`config.mk`:
```
export PLATFORM = sky130hd
export DESIGN_NAME = sync_fifo_param
export DESIGN_NICKNAME = d
export VERILOG_FILES = /design/src/rtl/sync_fifo_pkg.sv /design/src/rtl/fifo_mem.sv /design/src/rtl/sync_fifo_param.sv
export SDC_FILE = /design/constraint.sdc
export NUM_CORES = 1
export LEC_CHECK = 0
export ABC_CLOCK_PERIOD_IN_PS = 3720
export CORE_MARGIN = 2
export CORE_UTILIZATION = 35
export DETAILED_ROUTE_END_ITERATION = 8
export GPL_TIMING_DRIVEN = 0
export PLACE_DENSITY = 0.55
export SYNTH_ARGS = -nofsm -noshare
export SYNTH_HDL_FRONTEND = slang
export SYNTH_HIERARCHICAL = 1
export SYNTH_SLANG_ARGS = --single-unit
```
`constraint.sdc`:
```
create_clock -name clk -period 3.72 [get_ports clk]
set_clock_uncertainty 0.2 [all_clocks]
set_input_delay 0.558 -clock clk [delete_from_list [all_inputs] [get_ports clk]]
set_output_delay 0.558 -clock clk [all_outputs]
set_load 0.02 [all_outputs]
```
`src/rtl/sync_fifo_pkg.sv`:
```
// Shared constants and width helper for the parametrised synchronous FIFO.
package sync_fifo_pkg;

  localparam int unsigned FIFO_DEF_WIDTH = 8;
  localparam int unsigned FIFO_DEF_DEPTH = 8;

  // Ceiling log2; usable in parameter and port width expressions.
  function automatic int unsigned fifo_clog2(input int unsigned n);
    int unsigned r;
    r = 0;
    for (int unsigned v = n - 1; v > 0; v = v >> 1) begin
      r = r + 1;
    end
    return r;
  endfunction

endpackage

```
`src/rtl/fifo_mem.sv`:
```
// DEPTH x WIDTH storage: synchronous write port, asynchronous read port.
module fifo_mem
  import sync_fifo_pkg::*;
#(
  parameter int unsigned WIDTH = FIFO_DEF_WIDTH,
  parameter int unsigned DEPTH = FIFO_DEF_DEPTH
) (
  input  logic                          clk,
  input  logic                          we,
  input  logic [fifo_clog2(DEPTH)-1:0]  waddr,
  input  logic [WIDTH-1:0]              wdata,
  input  logic [fifo_clog2(DEPTH)-1:0]  raddr,
  output logic [WIDTH-1:0]              rdata
);

  logic [WIDTH-1:0] mem [DEPTH];

  // Contents are intentionally left unreset.
  always_ff @(posedge clk) begin
    if (we) begin
      mem[waddr] <= wdata;
    end
  end

  assign rdata = mem[raddr];

endmodule

```
`src/rtl/sync_fifo_param.sv`:
```
// Parametrised single-clock FIFO with overflow/underflow pulses.
// Define SYNC_FIFO_FWFT_EN for first-word-fall-through read mode.
module sync_fifo_param
  import sync_fifo_pkg::*;
#(
  parameter int unsigned WIDTH     = FIFO_DEF_WIDTH,
  parameter int unsigned DEPTH     = FIFO_DEF_DEPTH,
  parameter int unsigned AF_THRESH = DEPTH - 2,
  parameter int unsigned AE_THRESH = 2
) (
  input  logic                        clk,
  input  logic                        rst_n,
  input  logic                        wr_en,
  input  logic                        rd_en,
  input  logic [WIDTH-1:0]            data_in,
  output logic [WIDTH-1:0]            data_out,
  output logic                        full,
  output logic                        empty,
  output logic                        almost_full,
  output logic                        almost_empty,
  output logic [fifo_clog2(DEPTH):0]  count,
  output logic                        overflow,
  output logic                        underflow
);

  localparam int unsigned AW = fifo_clog2(DEPTH);
  localparam int unsigned CW = AW + 1;

  logic [AW-1:0]    wr_ptr;
  logic [AW-1:0]    rd_ptr;
  logic [WIDTH-1:0] rdata;
  logic             wr_acc_c;
  logic             rd_acc_c;

  // A read frees a slot on the same edge, so a full FIFO still accepts a write.
  assign rd_acc_c = rd_en && !empty;
  assign wr_acc_c = wr_en && (!full || rd_acc_c);

  fifo_mem #(
    .WIDTH (WIDTH),
    .DEPTH (DEPTH)
  ) u_mem (
    .clk   (clk),
    .we    (wr_acc_c),
    .waddr (wr_ptr),
    .wdata (data_in),
    .raddr (rd_ptr),
    .rdata (rdata)
  );

  always_ff @(posedge clk or negedge rst_n) begin
    if (!rst_n) begin
      wr_ptr    <= '0;
      rd_ptr    <= '0;
      count     <= '0;
      overflow  <= 1'b0;
      underflow <= 1'b0;
    end else begin
      if (wr_acc_c) begin
        wr_ptr <= wr_ptr + AW'(1);
      end
      if (rd_acc_c) begin
        rd_ptr <= rd_ptr + AW'(1);
      end
      case ({wr_acc_c, rd_acc_c})
        2'b10:   count <= count + CW'(1);
        2'b01:   count <= count - CW'(1);
        default: count <= count;
      endcase
      overflow  <= wr_en && !wr_acc_c;
      underflow <= rd_en && !rd_acc_c;
    end
  end

  // Flags decode the count register only; no path from the request inputs.
  assign full         = (count == CW'(DEPTH));
  assign empty        = (count == '0);
  assign almost_full  = (count >= CW'(AF_THRESH));
  assign almost_empty = (count <= CW'(AE_THRESH));

`ifdef SYNC_FIFO_FWFT_EN
  assign data_out = empty ? '0 : rdata;
`else
  always_ff @(posedge clk or negedge rst_n) begin
    if (!rst_n) begin
      data_out <= '0;
    end else if (rd_acc_c) begin
      data_out <= rdata;
    end
  end
`endif

endmodule

```
==> flow_summary.toml, run 1 <==
[place]
portBuffers = 29
dpl.hpwl_um = 4130
dp_cells = 348
gp_congestion = 0.739

[sta]
period_minus_slack_ns = 3.27
drv_slew = 0
period_share_pct = 87.9
timing.setup.tns_ns = 0
rsz0062_at_grt = "false"
hold_violations = 0
fmax_ghz = 0.306
worst_slew_pin_slew_ns = 1.05
setup-violations-final = 0
max_slew_margin_pct = 29.6

[logic_synthesis]
yosysSeqAreaShare_pct = 68.3
synth_edf_count = 64
synth_seq_cells = 84
avgSynthCellArea_um2 = 19.1
async_flop_share_pct = 23.8
yosysWarnings = 6
postSynthCellCount = 186
ys.flop_type = "edfxtp_1"
synthDistinctLibCells = 39
syn_nets = 204
syn_area_um2 = 3550

[setup_path]
critical_path_class = "reg -> reg"
crit_path_start_kind = "register"
reg2regPathDepth = 9
required_ns = 3.75
slowest_delay_ns = 0.64
critPathSlowestCell = "or4b_2"
crit_family = "compound AO/OA/AOI/OAI gates"
path_max_fanout = 10
path_buf_inv = 3
crit_arrival_ns = 3.29
critPathLaunch = "count[0]"
cp_common_cell = "ha_1"
cp.depth = 9
crit_path_cell_trace = "buf_6, o41ai_2, buf_4, inv_1, ha_1, ha_1, or4b_2, o311ai_0, o211ai_1"
endpoint_kind = "register"
r2r_start = "count[0]"

[clock_network]
hold_buffers = 0
cts_setup_buffers = 0
htreeDepth = 3
cts-root-buf = "clkbuf_8"
ctsResizeCount = 0
clkSlewWorstSetupHoldPaths_ns = 0.09
cts_buffers = 9
cts_tree = "done"
clockBufferDepth = 2
numClockSinks = 84
insertion_delay_ns = 0.35

[cells_and_area]
layout_commonest_cell = "edfxtp_1"
antenna_cells = 0
final_cells = 364
fill_cells = 913
syn2layout_area_growth_pct = 18.3
final_cell_mix = "64 x edfxtp_1, 29 x clkdlybuf4s50_1, 20 x dfrtp_1, 18 x mux2_2, 15 x mux4_1"
drive_gt1_share_pct = 20.8
num-nets-final = 244

[min_path]
hp-class = "reg -> reg"
min_from = "rd_ptr[2]"
hold_path_depth = 1

[pwr]
peakVddDrop_mv = 0.256
p_per_area_nw_per_um2 = 753
leakage_uw = 0.00149
power_uw = 3160

[routing]
dr_total_vias = 1775
wl_per_cell_um = 18.1
ant_nets = 0
wirelength_um = 6600
drcViolationCount = 0
first_pass_iters = 4
viasPerCell = 4.88
first_iter_violations = 87

[floorplan]
die_area_um2 = 11000
die_w_um = 105
placeableCoreArea_um2 = 9820
initial_core_util_pct = 36.1
rows = 36
boundaryPins = 30
die_h_um = 105

[grt]
grt_overflow = 0
grt_pass1_wl_um = 10500
grt_usage_pct = 13.1
grt_pass1_vias = 1868
grt_max_degree = 21
grt_antenna_before_repair = 0

[job]
drv_cap = 0

[status]
run_status = "finished, final reports clean"
==> Yosys cell counts (2+ instances only) <==
library cell,n,area (um2)
edfxtp_1,64,1920
dfrtp_1,20,500
mux2_2,18,203
mux4_1,15,394
inv_1,9,33.8
nor2_1,7,26.3
ha_1,5,62.6
xnor2_1,4,35.0
nand2_1,3,11.3
nand2b_1,3,18.8
nor3b_1,3,22.5
a21oi_1,2,10.0
buf_6,2,22.5
clkbuf_1,2,7.51
nand3_1,2,10.0
nor3_1,2,10.0
o211ai_1,2,15.0
xor2_1,2,17.5
==> routing by layer <==
metal | GRT usage, % | vias up | wire length, um
met1 | 17.4 | 917 | 3060
met4 | 5.14 | 0 | 103
li1 | - | 820 | -
met3 | 2.93 | 8 | 218
met5 | 0 | - | 0
met2 | 20.9 | 30 | 3220
==> where the power goes <==
part           internal [uW]  total [uW]  switching (uW)
Sequential              1230        1350             118
Clock                    253         602             349
Combinational            631        1210             580
==> worst paths after layout <==
check,to,slack [ns]
worst max-delay path,count[3],0.45
worst min-delay path,rd_ptr[2],0.27
worst max register to register,count[3],0.45
max in group asynchronous,data_out[0],2.11
worst min register to register,rd_ptr[2],0.27
min in group asynchronous,data_out[2],0.58
==> through the flow <==
stage                     hold WS, ns  instance area, um2  worst slack (ns)  util, %
after detailed placement        0.266                4010             0.205     40.9
final                           0.273                4190             0.451     42.7
after CTS                       0.278                4190             0.417     42.7
after floorplan                0.0624                3550             0.611        -
after global routing            0.303                4190             0.207     42.7
after global placement          0.259                4000             0.217     40.8
==> area by class of cell <==
cell class              count  area (um2)  share of cell area (%)
flip-flops and latches     84        2420                    57.8
inverters                   9        33.8                   0.805
plain buffers               9        71.3                    1.70
clock buffers               9         124                    2.95
multi-input cells          84        1030                    24.5
repair buffers             29         290                    6.92
clock inverters             7        57.6                    1.37
well taps                 133         166                    3.97
==> flip-flops by register name (all words and copies together), names as in the netlist <==
name	cells
overflow	1
rd_ptr	3
count	4
data_out	8
wr_ptr	3
underflow	1
u_mem/mem	64
==> kinds of logic (layout without fill, tap and decap cells) <==
family                   Yosys count  count (layout)  share of synthesized area, %
AND/OR/NAND/NOR                   25              25                          3.99
AO/OA/AOI/OAI                     11              11                          2.75
XOR/XNOR                           6               6                          1.48
buffers and inverters             18              63                          2.96
multiplexers                      36              36                          18.2
adder cells (fa/ha/maj)            6               6                          2.33
flip-flops                        84              84                          68.3
Power figures use the tool's default switching activity.
==> inputs of run 2 (changes only) <==
CAP_MARGIN = 20   (was default)
==> flow_summary.toml, run 2 (synthesis gave the netlist of run 1 again) <==
[status]
run_status = "finished, final reports clean"

[clock_network]
insertion_delay_ns = 0.35
cts-root-buf = "clkbuf_8"
clkSlewWorstSetupHoldPaths_ns = 0.09
ctsResizeCount = 0
htreeDepth = 3
cts_tree = "done"
hold_buffers = 0
clockBufferDepth = 2
cts_setup_buffers = 0
numClockSinks = 84
cts_buffers = 9

[setup_path]
path_max_fanout = 10
r2r_start = "count[0]"
crit_arrival_ns = 3.29
required_ns = 3.75
endpoint_kind = "register"
critical_path_class = "reg -> reg"
reg2regPathDepth = 9
crit_path_start_kind = "register"
reg2reg_to = "count[3]"
rrSetupSlack_ns = 0.45

[pwr]
power_uw = 3170
clkPwrFrac_pct = 19.1
combPwrFrac_pct = 38.4
p_seq_share_pct = 42.5
leakage_uw = 0.00150
p_per_area_nw_per_um2 = 750
internal_power_uw = 2110
peakVddDrop_mv = 0.256
power.share.switching_pct = 33.2
p_sw_uw = 1050

[floorplan]
rows = 36
die_w_um = 105
initial_core_util_pct = 36.1
die_h_um = 105
die_area_um2 = 11000
boundaryPins = 30
placeableCoreArea_um2 = 9820

[routing]
wl_met2_um = 3250
viasPerCell = 4.89
wl_met1_um = 3070
wirelength_um = 6650
ant_nets = 0
dr_total_vias = 1786
first_iter_violations = 74
wl_per_cell_um = 18.2
first_pass_iters = 4
drcViolationCount = 0
wl_met3_um = 218
maxUsedRoutingLayer = "met4"

[sta]
rsz0062_at_grt = "false"
period_share_pct = 87.9
setup-violations-final = 0
fmax_ghz = 0.306
timing.setup.tns_ns = 0
max_slew_margin_pct = 35.0
hold_violations = 0
period_minus_slack_ns = 3.27
worst_slew_pin_slew_ns = 0.971
drv_slew = 0

[cells_and_area]
drive_gt1_share_pct = 21.1
final_cell_mix = "64 x edfxtp_1, 29 x clkdlybuf4s50_1, 20 x dfrtp_1, 18 x mux2_2, 15 x mux4_1"
syn2layout_area_growth_pct = 19.1
largest_register_ffs = 64
top_register = "u_mem/mem"
num-nets-final = 245
antenna_cells = 0
final_core_util_pct = 43.0
reg_top3 = "u_mem/mem x64, data_out x8, count x4"
fill_cells = 912
layout_commonest_cell = "edfxtp_1"

[min_path]
hp-class = "reg -> reg"
hold_path_depth = 1
min_to = "rd_ptr[2]"
min_from = "rd_ptr[2]"

[grt]
grt_max_degree = 21
grt_usage_pct = 13.1
grt_antenna_before_repair = 0
grt_pass1_vias = 1868
grt_pass1_wl_um = 10500
grt_overflow = 0

[place]
portBuffers = 29
gp_congestion = 0.739
dpl.hpwl_um = 4130

[job]
drv_cap = 0
run 2: cell types whose count changed in the layout (fill, tap and decap cells not counted):
cell / delta
buf_16: +1
run 2: worst max-delay path, stage by stage, from the launching register on:
cell	delay (ns)
dfrtp_1	0.40
buf_6	0.14
o41ai_2	0.50
buf_4	0.31
inv_1	0.06
ha_1	0.27
ha_1	0.37
or4b_2	0.64
o311ai_0	0.12
o211ai_1	0.13
run 2: cell type report:
type	instances	area (um2)	area share, %
inverters	9	33.8	0.800
repair buffers	30	318	7.53
clock buffers	9	124	2.93
multi-input cells	84	1030	24.4
flip-flops and latches	84	2420	57.4
plain buffers	9	71.3	1.69
clock inverters	7	57.6	1.36
well taps	133	166	3.94
run 2: per-layer routing:
layer | track usage (%) | up-vias
met1 | 17.4 | 925
met4 | 5.14 | 0
met2 | 20.9 | 30
li1 | - | 823
met5 | 0 | -
met3 | 2.93 | 8
run 2: through the flow:
stage,worst slack (ns),area (um2),cells,hold slack (ns)
detailed placement,0.205,4010,348,0.266
floorplan,0.611,3550,186,0.0624
global route,0.207,4220,365,0.303
global placement,0.217,4000,348,0.259
CTS,0.417,4190,364,0.278
finish,0.451,4220,365,0.273
run 2: how the worst max path moves through the flow:
stage	startpoint	endpoint	slack, ns	depth (start not counted)
floorplan	count[0]	count[3]	0.61	8
global placement	rd_en	count[3]	0.22	9
detailed placement	rd_en	count[3]	0.20	9
CTS	count[0]	count[3]	0.42	9
global route	count[3]	count[3]	0.21	9
finish	count[0]	count[3]	0.45	9
run 2: power by group through the flow:
stage,logic (uW),clock network (uW),registers (uW)
after global placement,1220,0,1360
after floorplan,751,0,1420
final,1220,605,1350
after CTS,1240,624,1350
after detailed placement,1230,0,1370
after global routing,1330,666,1380
==> inputs of run 3 (changes only) <==
GPL_TIMING_DRIVEN = default   (was 0)
SYNTH_HIERARCHICAL = default   (was 1)
==> flow_summary.toml, run 3 <==
[place]
dp_cells = 380
dpl.hpwl_um = 4270
portBuffers = 29
gp_congestion = 0.698

[grt]
grt_pass1_wl_um = 9940
grt_overflow = 0
grt_usage_pct = 13.2
gr-usage-met2_pct = 20.4
grt_antenna_before_repair = 0
grtUsageMet1_pct = 17.7
grt_pass1_vias = 1818
grt.busiest_layer = "met2"
grt_max_degree = 35
gr-usage-met3_pct = 3.43

[logic_synthesis]
synth_most_common_cell = "edfxtp_1"
yosysWarnings = 0
ys.flop_type = "edfxtp_1"
synth_area_leaders = "edfxtp_1 56%, dfrtp_1 15%, mux2_2 5.5%"
avgSynthCellArea_um2 = 15.8
yosysSeqAreaShare_pct = 70.2
synth_seq_cells = 84
yosysTopAreaCellShare_pct = 55.7
async_flop_share_pct = 23.8
postSynthCellCount = 218
yosysTopAreaCell = "edfxtp_1"
synth_edf_count = 64
syn_area_um2 = 3450
synth_commonest_cells = "64 x edfxtp_1, 20 x dfrtp_1, 20 x nand2_1"
syn_nets = 235
synthDistinctLibCells = 36

[setup_path]
required_ns = 2.96
endpoint_kind = "primary output"
crit_arrival_ns = 2.13
crit_path_cell_trace = "or4b_4, inv_1, clkdlybuf4s50_1"
critPathSlowestCell = "clkdlybuf4s50_1"
path_max_fanout = 11
rrSetupSlack_ns = 0.89
slowest_delay_ns = 0.60
crit_path_start_kind = "register"
critical_path_class = "reg -> out"

[floorplan]
die_area_um2 = 10700
placeableCoreArea_um2 = 9680
boundaryPins = 30
initial_core_util_pct = 35.6
die_w_um = 103
rows = 36
die_h_um = 103

[sta]
max_slew_margin_pct = 49.7
hold_violations = 0
timing.setup.tns_ns = 0
drv_slew = 0
worst_slew_pin_slew_ns = 0.753
setup-violations-final = 0
holdWs_ns = 0.170
fmax_ghz = 0.346
period_minus_slack_ns = 2.89
rsz0062_at_grt = "false"
period_share_pct = 77.7

[routing]
wirelength_um = 6460
first_pass_iters = 4
dr_total_vias = 1861
wl_per_cell_um = 16.3
drcViolationCount = 0
viasPerCell = 4.69
first_iter_violations = 78
ant_nets = 0

[status]
run_status = "finished, final reports clean"

[min_path]
hp-class = "in -> async"

[cells_and_area]
reg_top3 = "u_mem.mem x64, data_out x8, count x4"
top_register = "u_mem.mem"
largest_register_ffs = 64
final_cell_mix = "64 x edfxtp_1, 29 x clkdlybuf4s50_1, 20 x nand2_1, 20 x dfrtp_1, 17 x mux2_2"
final_cells = 397
antenna_cells = 0
num-nets-final = 276
layout_commonest_cell = "edfxtp_1"
drive_gt1_share_pct = 19.3
syn2layout_area_growth_pct = 18.7

[clock_network]
cts_tree = "done"
hold_buffers = 0
cts_setup_buffers = 0
cts-root-buf = "clkbuf_8"
insertion_delay_ns = 0.36
cts_buffers = 9
ctsResizeCount = 0
clkSlewWorstSetupHoldPaths_ns = 0.10
numClockSinks = 84
htreeDepth = 3
clockBufferDepth = 2

[pwr]
peakVddDrop_mv = 0.241
leakage_uw = 0.00149
p_per_area_nw_per_um2 = 747

[job]
drv_cap = 0
[run 3: changes by cell type in the layout (fill, tap and decap cells not counted), sizes merged, moves of 5 or more]
| cell | previous run | this run |
|---|---|---|
| clkinv | 1 | 6 |
| o21ai | 2 | 9 |
| nand2 | 3 | 21 |
| mux4 | 16 | 0 |
| inv | 13 | 3 |
| mux2i | 1 | 16 |
| a221o | 0 | 8 |
| o22ai | 0 | 8 |
[run 3: kinds of logic after synthesis]
logic type                 Yosys count  synth area share (%)
adders and majority gates            5                  1.81
muxes                               33                  10.2
buffers and inverters               13                  2.65
and+or+nand+nor                     44                  6.64
DFF                                 84                  70.2
AOI/OAI and AO/OA                   31                  6.49
xor gates and xnor gates             8                  2.03
[run 3: layer usage]
layer / vias to the layer above / part of all wire (%)
met5: - / 0
met3: 9 / 3.3
met4: 0 / 1.8
met2: 32 / 47
met1: 916 / 48
li1: 904 / -
[run 3: critical path: cells and delay by family, from the launching register on]
family	cells	cell delay, ns
buffers and inverters	2	0.67
AND/OR/NAND/NOR	1	0.59
flip-flops	1	0.52
[run 3: per-stage QoR]
| step | total power [uW] | util [%] | instance area, um2 | worst slack [ns] |
|---|---|---|---|---|
| 4_1_cts | 3090 | 42.1 | 4080 | 0.820 |
| 3_5_place_dp | 2510 | 40.3 | 3900 | 0.774 |
| 6_report | 3060 | 42.3 | 4100 | 0.828 |
| 3_3_place_gp | 2490 | 40.3 | 3900 | 0.804 |
| 2_1_floorplan | 2120 | - | 3450 | 0.814 |
| 5_1_grt | 3240 | 42.3 | 4100 | 0.688 |
[run 3: final timing paths]
path | cells past startpoint | end | start
min in group clk | 2 | data_out[1] | data_out[1]
max | 3 | full | count[1]
max reg2reg | 10 | count[2] | count[1]
max in group asynchronous | 2 | wr_ptr[2] | rst_n
min | 1 | count[3] | rst_n
min reg2reg | 2 | data_out[1] | data_out[1]
[run 3: power breakdown]
group          internal, uW  leakage [uW]  switching [uW]
combinational           529      0.000574             597
sequential             1210      0.000823             135
clock                   246     0.0000896             345
[run 3: final cells by class]
| cell class | instances | area (um2) |
|---|---|---|
| fill | 894 | 5590 |
| sequential | 84 | 2420 |
| multi-input combinational | 121 | 937 |
| timing repair buffer | 40 | 380 |
| tap | 133 | 166 |
| clock buffer | 9 | 124 |
| clock inverter | 7 | 52.6 |
| inverter | 3 | 12.5 |
